===== src/rtl/seq_multiplier.sv =====
// seq_multiplier: sequential shift-add multiplier, one product bit per cycle.
// B holds the multiplier, M latches the multiplicand from S at CLEAR, and the
// product accumulates in {A,B} with the extension bit in X.
// Build option: define MULT_SIGNED_EN for two's-complement operands
// (final-iteration subtract, X = product sign); otherwise the unsigned
// build is produced (all iterations add, X = 0 at Done).
//
// state   | meaning
// --------+------------------------------------------------------------
// IDLE    | waiting; ClearA_LoadB loads B from S, Run starts a multiply
// CLEAR   | A and X cleared, multiplicand latched into M, counter zeroed
// COMPUTE | one add/shift iteration per cycle, WIDTH cycles
// DONE    | result held until Run is released

module seq_multiplier #(
    parameter int WIDTH = 8
) (
    input  logic             Clk,
    input  logic             Reset,
    input  logic             ClearA_LoadB,
    input  logic             Run,
    input  logic [WIDTH-1:0] S,
    output logic [WIDTH-1:0] Aval,
    output logic [WIDTH-1:0] Bval,
    output logic             X,
    output logic             Busy,
    output logic             Done
);

    localparam logic [1:0] IDLE    = 2'd0;
    localparam logic [1:0] CLEAR   = 2'd1;
    localparam logic [1:0] COMPUTE = 2'd2;
    localparam logic [1:0] DONE    = 2'd3;

    localparam int            CW   = $clog2(WIDTH);
    localparam logic [CW-1:0] LAST = CW'(WIDTH - 1);

    logic [1:0]       state;
    logic [WIDTH-1:0] a_reg;
    logic [WIDTH-1:0] b_reg;
    logic [WIDTH-1:0] m_reg;
    logic             x_reg;
    logic [CW-1:0]    cnt;

    logic [WIDTH:0]   p;
    logic [WIDTH:0]   m_ext;
    logic             last;

    // Partial-product update for the current iteration: {X,A} plus (or, on
    // the last signed iteration, minus) the multiplicand when B[0] is set.
    always_comb begin
        last = (cnt == LAST);
`ifdef MULT_SIGNED_EN
        m_ext = {m_reg[WIDTH-1], m_reg};
        if (!b_reg[0])
            p = {x_reg, a_reg};
        else if (last)
            p = {x_reg, a_reg} - m_ext;
        else
            p = {x_reg, a_reg} + m_ext;
`else
        m_ext = {1'b0, m_reg};
        p     = b_reg[0] ? ({x_reg, a_reg} + m_ext) : {x_reg, a_reg};
`endif
    end

    // Sequencer and datapath registers; {P,B} shifts right as one register.
    always_ff @(posedge Clk or posedge Reset) begin
        if (Reset) begin
            state <= IDLE;
            a_reg <= '0;
            b_reg <= '0;
            m_reg <= '0;
            x_reg <= 1'b0;
            cnt   <= '0;
        end else begin
            case (state)
                IDLE: begin
                    if (ClearA_LoadB) begin
                        a_reg <= '0;
                        x_reg <= 1'b0;
                        b_reg <= S;
                    end else if (Run) begin
                        state <= CLEAR;
                    end
                end
                CLEAR: begin
                    a_reg <= '0;
                    x_reg <= 1'b0;
                    m_reg <= S;
                    cnt   <= '0;
                    state <= COMPUTE;
                end
                COMPUTE: begin
                    a_reg <= p[WIDTH:1];
                    b_reg <= {p[0], b_reg[WIDTH-1:1]};
`ifdef MULT_SIGNED_EN
                    // Arithmetic shift: the sign stays in X.
                    x_reg <= p[WIDTH];
`else
                    // The carry has moved into A's MSB; X is not part of the product.
                    x_reg <= 1'b0;
`endif
                    cnt   <= cnt + CW'(1);
                    if (last)
                        state <= DONE;
                end
                default: begin
                    // DONE: one multiply per Run press, wait for release.
                    if (!Run)
                        state <= IDLE;
                end
            endcase
        end
    end

    assign Aval = a_reg;
    assign Bval = b_reg;
    assign X    = x_reg;
    assign Busy = (state == CLEAR) || (state == COMPUTE);
    assign Done = (state == DONE);

endmodule


===== config.mk =====
export PLATFORM = sky130hd
export DESIGN_NAME = seq_multiplier
export DESIGN_NICKNAME = d
export VERILOG_FILES = /design/src/rtl/seq_multiplier.sv
export SDC_FILE = /design/constraint.sdc
export NUM_CORES = 1
export LEC_CHECK = 0
export CORE_MARGIN = 4
export CORE_UTILIZATION = 50
export DETAILED_ROUTE_END_ITERATION = 12
export MAX_ROUTING_LAYER = met4
export PLACE_DENSITY_LB_ADDON = 0.3
export RECOVER_POWER = 25
export SYNTH_ARGS = -nofsm -noshare
export SYNTH_HDL_FRONTEND = slang
export SYNTH_SLANG_ARGS = --single-unit

===== constraint.sdc =====
create_clock -name Clk -period 3.9 [get_ports Clk]
set_clock_uncertainty 0.05 [all_clocks]
set_input_delay 0.78 -clock Clk [delete_from_list [all_inputs] [get_ports Clk]]
set_output_delay 0.78 -clock Clk [all_outputs]
set_load 0.01 [all_outputs]

== Yosys cells after proc, flatten, opt, wreduce, memory -nomap -nowiden ==
Index checks and enable logic that the tools add are counted.

* Bits of input ports: 12
* Word-level logic and storage cells: 41
* Output and inout port bits: 19
* Register bits after elaboration: 30

* Reduce and logical (&&, ||, !) cells: 11
* Mux-type cells: 13
* Eq/ne operators: 9
* Add/sub/neg operators: 2

{| class="wikitable"
|+ Operators with widths
! operator !! count
|-
| $pmux 8 s3 || 1
|-
| $mux 8 || 2
|-
| $pmux 8 s2 || 1
|-
| $add 9x8->9 || 1
|-
| $mux 9 || 1
|-
| $mux 2 || 4
|-
| $ne 2x2->1 const B || 4
|-
| $pmux 2 s3 || 1
|-
| $pmux 3 s2 || 1
|-
| $reduce_and 2->1 || 3
|-
| $reduce_bool 2->1 || 3
|-
| $eq 2x2->1 const B || 2
|-
| $ne 4x1->1 const B || 1
|-
| $reduce_and 4->1 || 1
|-
| $add 3x1->3 const B || 1
|-
| $eq 3x3->1 const B || 1
|-
| $reduce_bool 3->1 || 1
|-
| $eq 2x1->1 const B || 1
|-
| $logic_not 2->1 || 1
|-
| $pmux 1 s2 || 1
|-
| $reduce_or 2->1 || 1
|-
| $logic_or 1x1->1 || 1
|-
| $mux 1 || 1
|}

== Depth between registers and ports, before layout ==
Gate-level depths: netlist of the first run.

* Word-level depth: 4
* Gate-level depth with buffers: 8
* Gate-level depth less buffers: 8

== Worst setup path after synthesis of the first run ==
OpenSTA, ideal clock, no wires.

* Path kind: reg2reg
* From: register a_reg[0], in the netlist Aval[0]
* To: register a_reg[7], in the netlist Aval[7]
* Required time: 3.755 ns
* Slack: 1.979 ns
* Arrival time: 1.775 ns
* Setup time: 0.095 ns
* Stages on the path, launching flop included: 9
* Path buffers: 0
* Clock period less this slack: 1.921 ns
* Cells stage by stage: dfrtp_1 -> ha_1 -> inv_1 -> fa_1 -> and2b_1 -> o31ai_1 -> a21oi_1 -> a21oi_1 -> o31ai_1

* Word-level cells in the longest chain between the ends: 3

{| class="wikitable"
|+ RTL lines
! what !! RTL line !! source
|-
| from (decl) || 39 || <nowiki>logic [WIDTH-1:0] a_reg;</nowiki>
|-
| from (signal assigned) || 95 || <nowiki>a_reg <= p[WIDTH:1];</nowiki>
|-
| $add 9x8->9 || 63 || <nowiki>p = b_reg[0] ? ({x_reg, a_reg} + m_ext) : {x_reg, a_reg};</nowiki>
|-
| $mux 9 || 63 ||
|-
| $pmux 8 s3 || 77 || <nowiki>case (state)</nowiki>
|}

No other way between the ends.
A chain may end at the register's enable or synchronous reset.

== Worst setup path in the final report of the first run ==
* From: register state[0]
* To: output port Busy

* Word-level cells in the longest chain between the ends: 2
* Elaborated cells on any way between the ends: 3
* Those cells by class: eq/ne (2); reduce/logical (1)

{| class="wikitable"
|+ RTL lines
! what !! RTL line !! source
|-
| from (decl) || 38 || <nowiki>logic [1:0] state;</nowiki>
|-
| from (signal assigned) || 70 || <nowiki>state <= IDLE;</nowiki>
|-
| from (signal assigned) || 84 || <nowiki>state <= CLEAR;</nowiki>
|-
| from (signal assigned) || 92 || <nowiki>state <= COMPUTE;</nowiki>
|-
| $eq 2x1->1 or $eq 2x2->1 (tied branches) || 120 || <nowiki>assign Busy = (state == CLEAR) || (state == COMPUTE);</nowiki>
|-
| $logic_or 1x1->1 * || 120 ||
|-
| to (decl) || 26 || <nowiki>output logic Busy,</nowiki>
|}

Mark *: on every way between the ends. The rest lies on a longest branch, timed or not.

==> flow_summary.ini, run 1 <==
[synthesis]
syn_area_mm2 = 0.00169
synth_edf_count = 0
synth_common_cells = dfrtp_1, ha_1, o22ai_1
synth.most_common_cell = dfrtp_1
ys_seq_area_share_pct = 42.8
synth_flop_cell = dfrtp_1
netlist-cell-type-count = 36
ys_warn_count = 0
synth_top_area_share_pct = 42.8
synth.avg_cell_area_um2 = 10.2
synth.area.top_cells = dfrtp_1, ha_1, o22ai_1, mux2_2, a21oi_1
synthCells = 166
yosys.area.top_type = dfrtp_1
async_flop_share_pct = 100
syn_nets = 194
ys_seq_elements = 29

[grt]
first_global_vias = 1422
grt_pass1_wl_um = 6710
overflow = 0
grt_max_degree = 30
grt_usage_pct = 20.7
antenna_found_initial = 0

[final_layout]
final_cells = 241
n_fill_cell = 260
regArea_um2 = 726
nets = 224
post-route-util_pct = 65.6
synthToLayoutAreaGrowth_pct = 22.1
diodes = 0
fin_area_mm2 = 0.00207
multi_input_area_um2 = 882
drive_above_1_share_pct = 9.64

[placement]
hpwl_um = 2970
portBuffers = 29
dp_cells = 233
placed_area_mm2 = 0.00200
pre_cts_ws_ns = 1.61
place.gp.congestion = 0.885

[timing]
fin_crit_ns = 2.62
hold_slack_ns = 0.455
fin_crit_sh_pct = 67.1
tns_ns = 0
max_freq_mhz = 382
hold_viol = 0
slew_headroom_pct = 27.0
worst-slew-pin-transition_ns = 1.09
setup-violations-final = 0
rsz0062_at_grt = false
drv_slew = 0
fin_ws_ns = 1.28

[drt]
drt_first_pass_iters = 4
dr_total_vias = 1398
drt_first_iter_violations = 48
post-route-drc-count = 0
postRouteAntennaNets = 0
via_per_inst = 5.80
routed_wl_um = 3890
wl_per_cell_um = 16.2

[critical_path]
start_kind = register
end_kind = output port
critPathMaxFanout = 5
path_class = register to output port
cp_data_required_time_ns = 3.07
arrival_ns = 1.79

[cts]
clkTransAtPathRegs_ns = 0.10
cts-buffers-inserted = 5
post_cts_buffers = 0
root_buffer = clkbuf_4
cts_buffer_depth = 2
ctsHtreeMaxLevel = 2
cts_resized = 0
cts_hold_buf = 0
cts_tree = built
cts_sinks = 29
clock_latency_ns = 0.34

[worst_hold_path]
hold_path_class = register to register

[job]
drv_cap = 0

[floorplanning]
rows = 20
dieArea_mm2 = 0.00438
io_pins = 31
initial_core_util_pct = 53.7
die_x_um = 66.2
core_area_mm2 = 0.00315
die_h_um = 66.2

[power]
irDropWorstVdd_mv = 0.469
cellPowerDensity_mw_per_mm2 = 822
leakage_nw = 0.900
total_power_mw = 1.70

[status]
run_status = finished clean
## kinds of logic (layout without fill, tap and decap cells)
kind of cell               Yosys count  count (layout)  share of synthesized area, %
muxes                               12              12                          7.61
DFF                                 29              29                          42.8
xor gates and xnor gates             5               5                          2.58
and+or+nand+nor                     32              32                          8.94
other                                1               1                         0.221
adders and majority gates           16              16                          12.3
buffers and inverters               18              49                          4.73
AOI/OAI and AO/OA                   53              53                          20.8
## cells in the final DEF, fill, tap and decap left out, types with 7 or more instances in the layout
master / instances
nor2_1: 8
nand2_1: 12
clkdlybuf4s50_1: 28
a21oi_1: 12
inv_1: 12
mux2_2: 7
ha_1: 15
dfrtp_1: 29
o22ai_1: 14
## cell type report
cell class / instances / share of cell area (%)
clock buffers: 7 / 3.15
clock inverters: 1 / 0.242
inverters: 12 / 2.18
multi-input cells: 119 / 42.6
flip-flops and latches: 29 / 35.1
well taps: 44 / 2.66
repair buffers: 29 / 14.0
## layer usage
metal  wire length [um]  GRT usage (%)
met5                  0              -
met4                 39           4.57
met2               1870           31.4
met3                179           6.80
met1               1800           27.2
## worst max-delay path: stages (launching register included)
cell	delay, ns
dfrtp_1	0.41
inv_1	0.09
ha_1	0.38
clkdlybuf4s50_1	0.57
## power by group
| part | internal, mW | leakage [nW] | total (mW) | switching, mW |
|---|---|---|---|---|
| combinational | 0.440 | 0.508 | 0.952 | 0.512 |
| clock | 0.104 | 0.0413 | 0.211 | 0.107 |
| sequential | 0.421 | 0.351 | 0.536 | 0.114 |
| total | 0.966 | 0.900 | 1.70 | 0.734 |
## worst paths after layout
kind	from	endpoint	slack (ns)	cells past startpoint
max	state[0]	Busy	1.28	3
min	cnt[0]	cnt[0]	0.46	1
max reg2reg	Aval[0]	Aval[5]	1.79	8
min reg2reg	cnt[0]	cnt[0]	0.46	1
max in group asynchronous	Reset	m_reg[7]	2.03	2
min in group asynchronous	Reset	Bval[1]	1.11	2
(Power assumes the default switching activity.)
==> run 2: changes to the inputs <==
--- a/config.mk
+++ b/config.mk
@@ -6,7 +6,7 @@
 export NUM_CORES = 1
 export LEC_CHECK = 0
 export CORE_MARGIN = 4
-export CORE_UTILIZATION = 50
+export CORE_UTILIZATION = 47
 export DETAILED_ROUTE_END_ITERATION = 12
 export MAX_ROUTING_LAYER = met4
 export PLACE_DENSITY_LB_ADDON = 0.3
==> constraint.sdc (replaced) <==
create_clock -name Clk -period 2.1 [get_ports Clk]
set_clock_uncertainty 0.05 [all_clocks]
set_input_delay 0.42 -clock Clk [delete_from_list [all_inputs] [get_ports Clk]]
set_output_delay 0.42 -clock Clk [all_outputs]
set_load 0.01 [all_outputs]
==> flow_summary.ini, run 2 (synthesis results as in run 1) <==
[placement]
place.gp.congestion = 0.864
placed_area_mm2 = 0.00207
hpwl_um = 3100
portBuffers = 29

[final_layout]
layout_commonest_cell = dfrtp_1
nets = 236
fin_area_mm2 = 0.00218
diodes = 0
n_fill_cell = 313
drive_above_1_share_pct = 16.3
synthToLayoutAreaGrowth_pct = 28.8
layout_common_cells = dfrtp_1, clkdlybuf4s50_1, o22ai_1

[critical_path]
start_kind = register
arrival_ns = 1.54
reg2regPathDepth = 8
critPathMaxFanout = 3
path_class = register to output port
end_kind = output port
cp_data_required_time_ns = 1.63

[floorplanning]
initial_core_util_pct = 49.6
die_x_um = 68.0
io_pins = 31
rows = 21
dieArea_mm2 = 0.00463
core_area_mm2 = 0.00342
die_h_um = 68.0

[timing]
fin_crit_ns = 2.01
tns_ns = 0
setup-violations-final = 0
fin_crit_sh_pct = 95.7
drv_slew = 0
slew_headroom_pct = 50.9
worst-slew-pin-transition_ns = 0.737
max_freq_mhz = 498
hold_viol = 0

[power]
irDropWorstVdd_mv = 0.897
cellPowerDensity_mw_per_mm2 = 1520
leakage_nw = 0.946

[cts]
root_buffer = clkbuf_4
cts_tree = built
cts_buffer_depth = 2
cts_sinks = 29
clkTransAtPathRegs_ns = 0.10
ctsHtreeMaxLevel = 2
clock_latency_ns = 0.33
cts_hold_buf = 0
cts-buffers-inserted = 5

[grt]
met3_usage_pct = 5.58
grt_pass1_wl_um = 6890
global_route.peak_usage_layer = met2
overflow = 0
use_met2_pct = 36.1
use_met1_pct = 23.1
first_global_vias = 1503
grt_usage_pct = 20.9
grt_max_degree = 30
antenna_found_initial = 0

[drt]
post-route-drc-count = 0
drt_first_pass_iters = 4
routed_wl_um = 4160
postRouteAntennaNets = 0
drt_first_iter_violations = 72
wl_per_cell_um = 16.4
via_per_inst = 5.72
dr_total_vias = 1452

[status]
run_status = finished clean

[worst_hold_path]
hold_depth = 1
hold_path_class = register to register

[job]
drv_cap = 0
==> run 2: path summary, 6_finish.rpt <==
check / start / slack (ns) / endpoint
setup / recovery: state[0] / 0.09 / Done
hold / removal: cnt[0] / 0.44 / cnt[0]
setup reg to reg: Aval[0] / 0.14 / Aval[5]
hold reg to reg: cnt[0] / 0.44 / cnt[0]
max in group asynchronous: Reset / 0.84 / Aval[6]
min in group asynchronous: Reset / 0.68 / Bval[7]
==> run 2: timing repair <==
item                                    CTS  global route
setup buffers                             2             2
resized for setup                         3             3
pin swaps                                 0             2
endpoints found under the setup margin    2             2
==> run 2: final cells by class <==
class / count / area [um^2] / area share, %
clock buffers: 7 / 55.1 / 2.52
inverters: 12 / 45.0 / 2.06
multi-input cells: 119 / 922 / 42.3
flip-flops and latches: 29 / 726 / 33.3
well taps: 46 / 57.6 / 2.64
repair buffers: 41 / 377 / 17.3
==> run 2: routing by layer <==
layer  vias to the layer above  share of wire [%]
met4                         0                1.8
met2                        38                 52
met3                         8                3.6
li1                        685                  -
met5                         -                  0
met1                       721                 42
==> run 2: through the flow <==
stage / util [%] / hold slack [ns] / power (mW) / setup slack [ns] / instances
final: 63.9 / 0.439 / 3.33 / 0.0902 / 254
after global routing: 63.9 / 0.480 / 3.58 / -0.00437 / 254
after CTS: 63.0 / 0.414 / 3.29 / 0.0170 / 252
after detailed placement: 60.5 / 0.436 / 2.87 / 0.00351 / 243
after global placement: 60.5 / 0.419 / 2.79 / 0.130 / 243
after floorplan: - / 0.407 / 2.20 / 0.179 / 166
==> run 2: worst max-delay path, cell delays in order (launching register included) <==
cell and delay [ns]:
dfrtp_1 0.40, buf_4 0.15, ha_1 0.18, clkdlybuf4s50_1 0.47
==> run 2: where the power goes <==
part | internal, mW | switching [mW] | total, mW
clock network | 0.158 | 0.189 | 0.347
logic | 0.965 | 1.06 | 2.02
registers | 0.783 | 0.176 | 0.959
